### config.mk
export PLATFORM = sky130hd
export DESIGN_NAME = cat_rec_apb_sequencer
export DESIGN_NICKNAME = d
export VERILOG_FILES = /design/src/rtl/cat_rec_apb_sequencer.sv
export SDC_FILE = /design/constraint.sdc
export NUM_CORES = 1
export LEC_CHECK = 0
export BUFFER_PORTS_ARGS = -buffer_cell sky130_fd_sc_hd__buf_4
export CAP_MARGIN = 5
export CORE_MARGIN = 1.5
export CORE_UTILIZATION = 35
export CTS_CLUSTER_SIZE = 40
export DETAILED_ROUTE_END_ITERATION = 10
export GPL_TIMING_DRIVEN = 0
export PLACE_DENSITY = 0.68
export SLEW_MARGIN = 15
export SYNTH_ARGS = -nofsm -noshare
export SYNTH_HDL_FRONTEND = slang
export SYNTH_SLANG_ARGS = --single-unit
export TNS_END_PERCENT = 20
### constraint.sdc
create_clock -name clk -period 4.1 [get_ports clk]
set_input_delay 0.82 -clock clk [delete_from_list [all_inputs] [get_ports clk]]
set_output_delay 0.82 -clock clk [all_outputs]
set_load 0.03 [all_outputs]
### src/rtl/cat_rec_apb_sequencer.sv
// APB control stage in front of the neuron calculator: pixel-memory access, BIAS/STATUS/CTRL
// registers, and a run sequencer that streams all pixels and latches the cat decision.
module cat_rec_apb_sequencer #(
   parameter int Amba_Word       = 24,
   parameter int Amba_Addr_Depth = 12,
   parameter int Num_Pixels      = 3072,
   parameter int Mem_Latency     = 1
) (
   input  logic                       clk,
   input  logic                       rst,
   input  logic                       PSEL,
   input  logic                       PENABLE,
   input  logic                       PWRITE,
   input  logic [Amba_Addr_Depth-1:0] PADDR,
   input  logic [Amba_Word-1:0]       PWDATA,
   output logic [Amba_Word-1:0]       PRDATA,
   output logic [Amba_Addr_Depth-1:0] mem_addr,
   output logic                       mem_wr_en,
   output logic                       mem_rd_en,
   output logic [Amba_Word-1:0]       mem_wdata,
   input  logic [Amba_Word-1:0]       mem_rdata,
   output logic                       calc_clr,
   output logic                       calc_en,
   output logic                       calc_get_result,
   output logic [Amba_Word-1:0]       calc_bias,
   input  logic                       calc_out,
   output logic                       CatRecOut,
   output logic                       done
);

   localparam logic [2:0] S_IDLE   = 3'd0;
   localparam logic [2:0] S_CLR    = 3'd1;
   localparam logic [2:0] S_STREAM = 3'd2;
   localparam logic [2:0] S_DRAIN  = 3'd3;
   localparam logic [2:0] S_RESULT = 3'd4;

   localparam logic [Amba_Addr_Depth-1:0] ADDR_CTRL   = {Amba_Addr_Depth{1'b1}};
   localparam logic [Amba_Addr_Depth-1:0] ADDR_STATUS = {{(Amba_Addr_Depth-1){1'b1}}, 1'b0};
   localparam logic [Amba_Addr_Depth-1:0] ADDR_BIAS   = {{(Amba_Addr_Depth-2){1'b1}}, 2'b01};
   localparam logic [Amba_Addr_Depth-1:0] LAST_PIX    = Amba_Addr_Depth'(Num_Pixels - 1);
   localparam logic [Amba_Addr_Depth-1:0] LAST_DRAIN  = Amba_Addr_Depth'(Mem_Latency - 1);

   logic [2:0]                 state;
   logic [Amba_Addr_Depth-1:0] cnt;
   logic [Mem_Latency-1:0]     en_pipe;
   logic [Amba_Word-1:0]       bias;
   logic                       done_sticky;

   logic idle, seq_rd, apb_wr, apb_rd, is_pixel;
   logic pix_wr, pix_rd_setup, bias_wr, start;

   assign idle         = (state == S_IDLE);
   assign seq_rd       = (state == S_STREAM);
   assign apb_wr       = PSEL & PENABLE & PWRITE;
   assign apb_rd       = PSEL & PENABLE & ~PWRITE;
   assign is_pixel     = (PADDR <= LAST_PIX);
   // Every APB side effect is gated by idle so a running image cannot be disturbed.
   assign pix_wr       = apb_wr & is_pixel & idle;
   assign pix_rd_setup = PSEL & ~PENABLE & ~PWRITE & is_pixel & idle;
   assign bias_wr      = apb_wr & (PADDR == ADDR_BIAS) & idle;
   assign start        = apb_wr & (PADDR == ADDR_CTRL) & PWDATA[0] & idle;

   assign mem_rd_en       = seq_rd | pix_rd_setup;
   assign mem_wr_en       = pix_wr;
   assign mem_wdata       = pix_wr ? PWDATA : '0;
   assign calc_clr        = (state == S_CLR);
   assign calc_get_result = (state == S_RESULT);
   assign calc_en         = en_pipe[Mem_Latency-1];
   assign calc_bias       = bias;

   // NOTE: every always_comb output gets a default first so no path can infer a latch.
   always_comb begin
      mem_addr = '0;
      if (seq_rd)
         mem_addr = cnt;
      else if (pix_wr || pix_rd_setup)
         mem_addr = PADDR;
   end

   always_comb begin
      PRDATA = '0;
      if (apb_rd) begin
         if (PADDR == ADDR_BIAS)
            PRDATA = bias;
         else if (PADDR == ADDR_STATUS)
            PRDATA = {{(Amba_Word-3){1'b0}}, CatRecOut, done_sticky, ~idle};
         else if (is_pixel && idle && Mem_Latency == 1)
            PRDATA = mem_rdata;
      end
   end

   // NOTE: sequential state uses non-blocking assignments only, so every register samples pre-edge values.
   always_ff @(posedge clk or posedge rst) begin
      if (rst) begin
         state       <= S_IDLE;
         cnt         <= '0;
         en_pipe     <= '0;
         bias        <= '0;
         CatRecOut   <= 1'b0;
         done        <= 1'b0;
         done_sticky <= 1'b0;
      end else begin
         // calc_en trails the sequencer reads by exactly the memory latency.
         en_pipe <= (en_pipe << 1) | Mem_Latency'(seq_rd);
         done    <= 1'b0;
         if (bias_wr)
            bias <= PWDATA;
         case (state)
            S_IDLE: begin
               if (start) begin
                  state       <= S_CLR;
                  done_sticky <= 1'b0;
               end
            end
            S_CLR: begin
               state <= S_STREAM;
               cnt   <= '0;
            end
            S_STREAM: begin
               if (cnt == LAST_PIX) begin
                  state <= S_DRAIN;
                  cnt   <= '0;
               end else begin
                  cnt <= cnt + 1'b1;
               end
            end
            S_DRAIN: begin
               if (cnt == LAST_DRAIN)
                  state <= S_RESULT;
               else
                  cnt <= cnt + 1'b1;
            end
            S_RESULT: begin
               CatRecOut   <= calc_out;
               done        <= 1'b1;
               done_sticky <= 1'b1;
               state       <= S_IDLE;
            end
            default: state <= S_IDLE;
         endcase
      end
   end

endmodule

Yosys cells after proc, flatten, opt, wreduce, memory -nomap -nowiden. Index checks and enable logic that the tools add are counted.

Memories kept: 0. Memory bits (read-only): 0. Latch bits: 0. Bits of input ports: 66. Output and inout bits: 91. Memory bits (writable): 0. Word-level logic and storage cells: 65. Flip-flop bits (word level): 43.

Equality and inequality tests: 12. Magnitude comparators: 1. Reduce and logical (&&, ||, !) cells: 9. Multiply operators: 0. Div/mod/pow operators: 0. $add $sub $neg: 1. Mux-type cells: 17. Bitwise operators: 18. Shift-type cells: 0.

Operator list (number): 2-to-1 mux 24 bit (5); equality test 12 bit, second input constant (4); 2-to-1 mux 12 bit (4); case mux 12 bit (3 select lines) (1); bitwise AND 1 bit (14); adder 12 x 1 -> 12 bit, second input constant (1); less-or-equal comparator 12 bit, second input constant (1); logical NOT 12 bit (1); case mux 3 bit (4 select lines) (1); 2-to-1 mux 3 bit (3); equality test 3 x 2 -> 1 bit, second input constant (2); inequality test 2 x 1 -> 1 bit, second input constant (2); inequality test 2 bit, second input constant (2); AND reduction 2 bit (2); equality test 3 x 1 -> 1 bit, second input constant (1); equality test 3 bit, second input constant (1); logical NOT 3 bit (1); NOT 1 bit (3); AND reduction 3 bit (1); nonzero test 3 bit (1); 2-to-1 mux 1 bit (2); case mux 1 bit (2 select lines) (1); nonzero test 2 bit (1); logical AND 1 bit (1); 2 further kinds (2).

Longest topological paths before layout. Gate-level depths: netlist of the first run.

Word-level depth: 8. Depth in mapped cells: 8. Gate-level depth less buffers: 8.

Worst setup path before layout of the first run. Ideal clock, no wire load.

Path type: input to output. From: input PADDR[4]. To: output PRDATA[2]. Arrival time: 2330 ps. Data required time: 3280 ps. Stages: 6. Slack: 950 ps. Path through: nand4_1 > nor3_2 > and3b_1 > buf_2 > a221oi_1 > nor3_1.

Word-level cells in the longest chain between the ends: 6. Elaborated cells on any way between the ends: 8. Classes of those cells: 1 x order compare; 2 x eq/ne; 4 x mux; 1 x reduce/logical.

Ends and longest elaborated chain: start: declaration (line 14) `input logic [Amba_Addr_Depth-1:0] PADDR,`; less-or-equal comparator 12 bit (line 56) `assign is_pixel = (PADDR <= LAST_PIX);`; logical AND 1 bit (line 87) `else if (is_pixel && idle && Mem_Latency == 1)`; 2-to-1 mux 24 bit (line 87); 2-to-1 mux 24 bit (line 85) `else if (PADDR == ADDR_STATUS)`; 2-to-1 mux 24 bit (*) (line 83) `if (PADDR == ADDR_BIAS)`; 2-to-1 mux 24 bit (*) (line 82) `if (apb_rd) begin`; end: declaration (line 16) `output logic [Amba_Word-1:0] PRDATA,`.

Every way passes the cells marked *; elsewhere a longest branch is shown, timed or not.

Worst setup path in the final report of the first run.
From: input PADDR[4]. To: output PRDATA[4].

The elaborated chain is that of the path after synthesis.

==> reports/summary.txt, run 1 <==
Seq cells post-synth - 43
clock latency on the worst-skew pair - 300 ps
cts hold-fix bufs - 0
die width - 91.5 um
final setup vio count - 0
initial antenna violation count - 0
# Post-CTS Setup Buffers - 0
H-Tree Depth - 2
Rows - 32
clk root buf - clkbuf_8
initial drt markers - 117
CP arrival - 2500 ps
Total Routing Usage GR - 0.220
Crit Path Class - in2out
mapped cell area - 2740 um2
TritonCTS clock tree - built
TNS Setup - 0 ps
Hold Crit Class - in2async
run status - complete, no violations
syn avg cell area - 9.83 um2
I/O Buffers - 156
final hold viol count - 0
maximum clock path buffer count - 2
Crit Reg-Reg Endpoint - cnt[10]
Initial Util - 0.359
first-pass GRT wire length - 14,700 um
Period minus WS final - 3320 ps
worst r2r src - cnt[0]
Vias - 2,887
slowest stage delay, CP - 460 ps
Die Y - 91.5 um
count leader, synth - dfrtp_1
HPWL Detailed - 7240 um
period utilisation layout - 0.810
number of synthesized flops with an enable pin - 0
DRC - 0
Max-slew headroom - 0.649
Area contributors post-synth - dfrtp_1 (39%), mux2_4 (11%), and3_1 (5.9%)
CP max FO - 10
Ports - 157
Synth area leader - dfrtp_1
Post-synth ARST share - 1.00
maximum clock rate - 0.301 GHz
# diodes - 0
Max-cap violations - 0
post-synth top area share - 0.392
largest net degree at the start of global routing - 35
WP data required - 3280 ps
Layout Skew - 6.13 ps
Core Region - 7650 um2
Yosys cell types - 49
Slew Limit Fails - 0
ys flop type - dfrtp_1
Slew @ Worst Pin - 522 ps
Critical Path, Cell by Cell - buf_4 -> nand4_1 -> nor3_2 -> and3b_1 -> buf_2 -> buf_2 -> a22oi_1 -> nor2_1 -> buf_4
Worst path slowest cell - nor3_2
leak pwr - 0.00217 uW
grt ovf - 0
Seq/Total Area, Yosys - 0.392
die area - 8380 um2
RSZ-0062 raised after global routing - no
drt first pass iters - 4
CP Launch Type - input pin
clock slew at reported path FFs - 80 ps
Syn Nets - 347
Vias/cell - 5.29
routed len/inst - 16.9 um
Syn. warnings - 0
vias in the first global route - 2,819
Final ANT Viol Nets - 0
R2R Setup Slk - 2050 ps
Final Power - 891 uW
Setup crit end kind - output port
layout cells sized above 1 - 0.477
number of CTS-inserted buffers - 5
CTS resizes - 0
Synth Instances - 279
total wire length - 9250 um
clock sink total - 43
Post-synth top cells - dfrtp_1 (43), nor2_1 (34), and3_1 (26)
Net count, final - 511
PD cells - 212 nW/um2
Area Overhead vs Synth - 52.9%
Placer Congestion - 0.880
Reg2Reg Depth - 8
VDD IR max - 0.112 mV
==> cells by family (layout without fill, tap and decap cells) <==
group,after synthesis,in the layout,share of synthesized area
and+or+nand+nor,111,111,0.231
AOI/OAI and AO/OA,68,68,0.179
DFF,43,43,0.392
buffers and inverters,27,192,0.0493
muxes,25,25,0.130
xor gates and xnor gates,3,3,0.00958
adders and majority gates,2,2,0.00912
==> worst max-delay path by stage <==
stage | start | to | depth (start not counted)
after floorplan | PADDR[4] | PRDATA[2] | 6
after global placement | PADDR[4] | PRDATA[4] | 9
after detailed placement | PADDR[4] | PRDATA[4] | 9
after CTS | PADDR[4] | PRDATA[4] | 9
after global routing | PADDR[7] | PRDATA[4] | 9
final | PADDR[4] | PRDATA[4] | 9
==> worst max-delay path, delay by kind of cell <==
kind / cells / cell delay [ps]
AOI/OAI and AO/OA: 1 / 90
buffers and inverters: 4 / 670
and+or+nand+nor: 4 / 910
==> routing by layer <==
metal | global-route usage | routed length [um] | vias up
met1 | 0.273 | 3660 | 1384
met2 | 0.394 | 4760 | 135
met5 | 0 | 0 | -
met3 | 0.0461 | 767 | 7
li1 | - | - | 1361
met4 | 0.0404 | 57 | 0
==> sequential cells by signal (all words and copies together) (netlist names) <==
name and flops:
CatRecOut 1, done 1, state 3, cnt 12
calc_bias 24, calc_en 1, done_sticky 1
==> layout make-up <==
type / count / area, um2
plain buffers: 21 / 113
repair buffers: 157 / 1190
inverters: 6 / 22.5
flip-flops and latches: 43 / 1080
multi-input cells: 209 / 1530
well taps: 102 / 128
clock inverters: 2 / 60.1
fillers: 699 / 3450
clock buffers: 6 / 72.6
==> per-stage QoR <==
stage | instances | util | cell area, um2 | hold slack [ps] | setup WS (ps)
floorplan | 279 | - | 2740 | 451 | 950
global placement | 537 | 0.528 | 4040 | 465 | 821
detailed placement | 538 | 0.531 | 4060 | 467 | 771
CTS | 546 | 0.548 | 4190 | 442 | 781
global route | 546 | 0.548 | 4190 | 464 | 660
finish | 546 | 0.548 | 4190 | 448 | 779
==> cell usage in the layout, fill, tap and decap left out, types with 5 or more instances in the layout <==
| master | netlist | routed |
|---|---|---|
| buf_4 | 3 | 159 |
| dfrtp_1 | 43 | 43 |
| nor2_1 | 34 | 34 |
| and3_1 | 26 | 26 |
| a22oi_1 | 21 | 21 |
| mux2_4 | 20 | 20 |
| a22o_1 | 14 | 14 |
| nand2_1 | 13 | 13 |
| clkbuf_1 | 10 | 11 |
| o21ai_0 | 11 | 11 |
| buf_2 | 6 | 6 |
| nor3_1 | 6 | 6 |
| nand4_1 | 5 | 5 |
| inv_1 | 6 | 5 |
| mux2_2 | 5 | 5 |
| clkbuf_8 | 0 | 5 |
==> where the power goes <==
group / leakage (uW) / internal, uW / switching [uW]
Combinational: 0.00152 / 44.6 / 33.1
Sequential: 0.000581 / 424 / 0.00529
Clock: 0.0000654 / 243 / 146
(Power assumes the default switching activity.)
==> inputs of run 2 (changes only) <==
Settings changed: PLACE_DENSITY 0.68 to 0.71.
Clock period 4.1 ns to 3 ns, I/O delays scaled along.
==> run 2 against run 1 <==
Count of clock-buffer cells in the layout did not move. Largest cell class unchanged. Final cell count fell by 0.18%. Combinational power rose by 39%. Global-route usage rose by 0.40 points. Register-to-register slack got worse by 1100 ps. Highest routed layer unchanged. Design area fell by 0.57%. Largest power group unchanged. Critical path type is now reg2out.
==> reports/summary.txt, run 2 (synthesis results as in run 1) <==
Final ANT Viol Nets - 0 (unchanged)
Crit Path Class - reg2out (was in2out)
CP arrival - 2270 ps (was 2500 ps)
CTS resizes - 0 (unchanged)
number of CTS-inserted buffers - 5 (unchanged)
commonest non-fill, non-tap cells in the layout - buf_4 (159), dfrtp_1 (43), nor2_1 (34) (unchanged)
WP data required - 2400 ps (was 3280 ps)
slowest stage delay, CP - 460 ps (about the same)
first-pass GRT wire length - 14,800 um (was 14,700 um)
routed len/inst - 17.4 um (was 16.9 um)
Max-cap violations - 0 (unchanged)
Area Overhead vs Synth - 52.1% (was 52.9%)
Max-slew headroom - 0.661 (was 0.649)
cell mode on critical path - buf_4
final hold viol count - 0 (unchanged)
DRC - 0 (unchanged)
clk root buf - clkbuf_8 (unchanged)
# diodes - 0 (unchanged)
Period minus WS final - 2870 ps
dpl ws - 93.9 ps (was 771 ps)
RSZ-0062 raised after global routing - no (unchanged)
TNS Setup - 0 ps (unchanged)
clock sink total - 43 (unchanged)
# Post-CTS Setup Buffers - 0 (unchanged)
Worst path slowest cell - dfrtp_1 (was nor3_2)
CP max FO - 10 (unchanged)
grt ovf - 0 (unchanged)
vias in the first global route - 2,732 (was 2,819)
final setup vio count - 0 (unchanged)
H-Tree Depth - 2 (unchanged)
initial drt markers - 152 (was 117)
Setup crit end kind - output port (unchanged)
Slew Limit Fails - 0 (unchanged)
Vias - 2,904 (was 2,887)
CP Launch Type - flop (was input pin)
Placer Congestion - 0.917 (was 0.880)
die width - 91.5 um (unchanged)
I/O Buffers - 156 (unchanged)
Initial Util - 0.359 (unchanged)
maximum clock path buffer count - 2 (unchanged)
commonest non-fill, non-tap cell in the layout - buf_4 (unchanged)
largest net degree at the start of global routing - 25 (was 35)
layout cells sized above 1 - 0.481 (was 0.477)
Ports - 157 (unchanged)
Vias/cell - 5.33 (was 5.29)
cts hold-fix bufs - 0 (unchanged)
HPWL Detailed - 7420 um (was 7240 um)
CP delay by family, top - simple AND/OR/NAND/NOR gates (unchanged)
Hold Crit Class - in2async (unchanged)
maximum clock rate - 0.349 GHz
Net count, final - 511 (unchanged)
Rows - 32 (unchanged)
Layout Skew - 12.0 ps (was 6.13 ps)
leak pwr - 0.00217 uW (about the same)
Critical Path, Cell by Cell - or3_4 -> a21oi_4 -> nand2_1 -> nor3_4 -> buf_4 -> a22o_1 -> buf_4 (was buf_4 -> nand4_1 -> nor3_2 -> and3b_1 -> buf_2 -> buf_2 -> a22oi_1 -> nor2_1 -> buf_4)
Core Region - 7650 um2 (unchanged)
setup ws final - 131 ps (was 779 ps)
Final Util - 0.545 (was 0.548)
clock slew at reported path FFs - 90 ps (was 80 ps)
CP Buf/Inv Count - 2 (was 4)
run status - complete, no violations (unchanged)
Slew @ Worst Pin - 504 ps (was 522 ps)
PD cells - 256 nW/um2 (was 212 nW/um2)
clock latency on the worst-skew pair - 300 ps (about the same)
initial antenna violation count - 0 (unchanged)
period utilisation layout - 0.956
max reg flops - 24 (unchanged)
VDD IR max - 0.179 mV (was 0.112 mV)
drt first pass iters - 5 (was 4)
Total Routing Usage GR - 0.224 (was 0.220)
total wire length - 9460 um (was 9250 um)
die area - 8380 um2 (unchanged)
TritonCTS clock tree - built (unchanged)
Die Y - 91.5 um (unchanged)
## run 2: cell types whose count changed in the layout (fill, tap and decap cells not counted)
| cell | previous run | this run |
|---|---|---|
| a21oi_2 | 1 | 0 |
| a21oi_4 | 0 | 1 |
| bufinv_16 | 2 | 0 |
| clkbuf_1 | 11 | 9 |
| clkbuf_2 | 0 | 1 |
| clkbuf_8 | 5 | 6 |
| clkinv_2 | 0 | 1 |
| nor3_2 | 2 | 0 |
| nor3_4 | 0 | 2 |
## run 2: cell type report
type,instances,area [um2]
Buffer,21,114
Clock buffer,6,82.6
Clock inverter,1,5.00
Fill cell,703,3480
Inverter,6,22.5
Multi-Input combinational cell,209,1550
Sequential cell,43,1080
Tap cell,102,128
Timing Repair Buffer,157,1190
## run 2: routing by layer
layer	routed length [um]	vias up	global-route usage
met1	3800	1404	0.283
met4	57	0	0.0404
met2	4840	132	0.402
li1	-	1363	-
met5	0	-	0
met3	761	5	0.0377
## run 2: power breakdown
group / internal [uW] / switching (uW) / leakage, uW / total, uW
registers: 579 / 0.00751 / 0.000581 / 579
clock network: 181 / 199 / 0.0000470 / 380
logic: 61.0 / 47.4 / 0.00155 / 108
total: 821 / 247 / 0.00217 / 1070
## run 2: worst paths after layout
path / startpoint / end / slack, ps / depth (start not counted)
min reg2reg: done_sticky / done_sticky / 500 / 1
max in group asynchronous: rst / calc_bias[18] / 2180 / 3
min: rst / calc_bias[7] / 310 / 2
min in group clk: done_sticky / done_sticky / 500 / 1
max reg2reg: cnt[0] / cnt[7] / 990 / 6
max: state[0] / mem_addr[6] / 130 / 7
## run 2: stage by stage
step	cells	hold WS [ps]	area, um2	power (uW)
CTS	545	321	4150	1070
detailed placement	538	488	4060	698
global route	545	347	4170	1110
finish	545	309	4170	1070
floorplan	279	451	2740	610
global placement	537	463	4040	693
==> inputs of run 3 (changes only) <==
Settings changed: PLACE_DENSITY 0.71 to 0.74.
==> run 3 against run 2 <==
Final cell count increased by 0.18%. First-iteration DRC count decreased by 20%. Design area about the same. Total power decreased by 0.58%. Highest routed layer unchanged.
==> reports/summary.txt, run 3 (synthesis results as in run 1) <==
Reg area - 1080 um2 (unchanged)
final setup vio count - 0 (unchanged)
PD cells - 255 nW/um2 (was 256 nW/um2)
vias in the first global route - 2,841 (was 2,732)
Finished Cell Area - 4170 um2 (about the same)
area of the multi-input gates - 1550 um2 (about the same)
Reg power frac - 0.545 (was 0.542)
grt ovf - 0 (unchanged)
Switching Fraction - 0.243 (was 0.231)
CP Launch Type - input pin (was flop)
Slew @ Worst Pin - 516 ps (was 504 ps)
Final ANT Viol Nets - 0 (unchanged)
RSZ-0062 raised after global routing - no (unchanged)
maximum clock path buffer count - 2 (unchanged)
die width - 91.5 um (unchanged)
drt first pass iters - 4 (was 5)
Net Sw Power - 257 uW (was 247 uW)
internal power - 804 uW (was 821 uW)
Rows - 32 (unchanged)
Vias/cell - 5.23 (was 5.33)
layout cells sized above 1 - 0.480 (was 0.481)
Final Power - 1060 uW (was 1070 uW)
H-Tree Depth - 2 (unchanged)
Ports - 157 (unchanged)
leak pwr - 0.00216 uW (was 0.00217 uW)
clock sink total - 43 (unchanged)
Max-slew headroom - 0.656 (was 0.661)
WP data required - 2400 ps (about the same)
clock latency on the worst-skew pair - 300 ps (about the same)
cts hold-fix bufs - 0 (unchanged)
final hold viol count - 0 (unchanged)
Placer Congestion - 0.893 (was 0.917)
Clock power frac - 0.351 (was 0.356)
slowest stage delay, CP - 420 ps (was 460 ps)
Period minus WS final - 2880 ps (was 2870 ps)
total wire length - 9290 um (was 9460 um)
Vias - 2,855 (was 2,904)
die area - 8380 um2 (unchanged)
CP max FO - 10 (unchanged)
Net count, final - 511 (unchanged)
Setup crit end kind - output port (unchanged)
TNS Setup - 0 ps (unchanged)
# Post-CTS Setup Buffers - 0 (unchanged)
CTS resizes - 0 (unchanged)
CP arrival - 2280 ps (was 2270 ps)
Comb pwr share - 0.103 (was 0.102)
maximum clock rate - 0.347 GHz (was 0.349 GHz)
commonest non-fill, non-tap cell in the layout - buf_4 (unchanged)
Worst path slowest cell - nor3_2 (was dfrtp_1)
period utilisation layout - 0.960 (was 0.956)
Slew Limit Fails - 0 (unchanged)
clock slew at reported path FFs - 80 ps (was 90 ps)
Cell Count, Final, Fillers Out - 546 (was 545)
largest net degree at the start of global routing - 23 (was 25)
Hold Crit Class - in2async (unchanged)
Crit Path Class - in2out (was reg2out)
Max-cap violations - 0 (unchanged)
commonest non-fill, non-tap cells in the layout - buf_4 (159), dfrtp_1 (43), nor2_1 (34) (unchanged)
clk root buf - clkbuf_8 (unchanged)
initial antenna violation count - 0 (unchanged)
number of CTS-inserted buffers - 5 (unchanged)
max reg flops - 24 (unchanged)
first-pass GRT wire length - 14,700 um (was 14,800 um)
VDD IR max - 0.157 mV (was 0.179 mV)
Die Y - 91.5 um (unchanged)
routed len/inst - 17.0 um (was 17.4 um)
Area Overhead vs Synth - 52.0% (was 52.1%)
dpl cells - 538 (unchanged)
fill cell count - 708 (was 703)
DRC - 0 (unchanged)
Area after DPL - 4070 um2 (was 4060 um2)
Core Region - 7650 um2 (unchanged)
CP delay by family, top - simple AND/OR/NAND/NOR gates (unchanged)
Critical Path, Cell by Cell - buf_4 -> nand4_1 -> nor3_2 -> and3b_1 -> buf_2 -> buf_2 -> a22oi_1 -> nor2_1 -> buf_4 (was or3_4 -> a21oi_4 -> nand2_1 -> nor3_4 -> buf_4 -> a22o_1 -> buf_4)
run status - complete, no violations (unchanged)
Initial Util - 0.359 (unchanged)
Total Routing Usage GR - 0.224 (about the same)
TritonCTS clock tree - built (unchanged)
Layout Skew - 4.25 ps (was 12.0 ps)
initial drt markers - 122 (was 152)
# diodes - 0 (unchanged)
I/O Buffers - 156 (unchanged)
CP Buf/Inv Count - 4 (was 2)
HPWL Detailed - 7220 um (was 7420 um)
run 3: worst paths after layout:
path / slack [ps] / depth (start not counted) / start / to
max: 120 / 9 / PADDR[4] / PRDATA[12]
min: 330 / 2 / rst / calc_bias[6]
max reg2reg: 980 / 6 / cnt[0] / cnt[0]
min reg2reg: 500 / 1 / done_sticky / done_sticky
max in group asynchronous: 2180 / 3 / rst / state[1]
min in group clk: 500 / 1 / done_sticky / done_sticky
run 3: metal layers:
layer	vias up	track usage	wire (um)
met5	-	0	0
met4	0	0.0612	92
met3	9	0.0477	630
met2	111	0.405	4810
met1	1376	0.264	3750
li1	1359	-	-
run 3: stage by stage:
| stage | util | worst slack (ps) | hold slack [ps] |
|---|---|---|---|
| floorplan | - | 290 | 451 |
| global placement | 0.528 | 130 | 470 |
| detailed placement | 0.532 | 105 | 490 |
| CTS | 0.543 | 2.85 | 341 |
| global route | 0.545 | 10.0 | 376 |
| finish | 0.545 | 121 | 332 |
run 3: power by group through the flow:
stage / combinational, uW / sequential (uW) / clock (uW)
6_report: 110 / 579 / 373
5_1_grt: 119 / 579 / 403
4_1_cts: 109 / 579 / 381
3_5_place_dp: 109 / 591 / 0
3_3_place_gp: 101 / 591 / 0
2_1_floorplan: 19.6 / 591 / 0
run 3: worst reg2reg max path, stage by stage (launching register included):
cell     delay, ps
dfrtp_1        450
ha_1           220
nand3_1        230
nor4_4         470
nor2_1         140
nand2_1        270
o21ai_0        130
run 3: layout make-up:
type / count / area share
plain buffers: 21 / 0.0273
clock buffers: 6 / 0.0174
clock inverters: 2 / 0.00300
inverters: 6 / 0.00540
multi-input cells: 209 / 0.371
flip-flops and latches: 43 / 0.258
well taps: 102 / 0.0306
repair buffers: 157 / 0.288
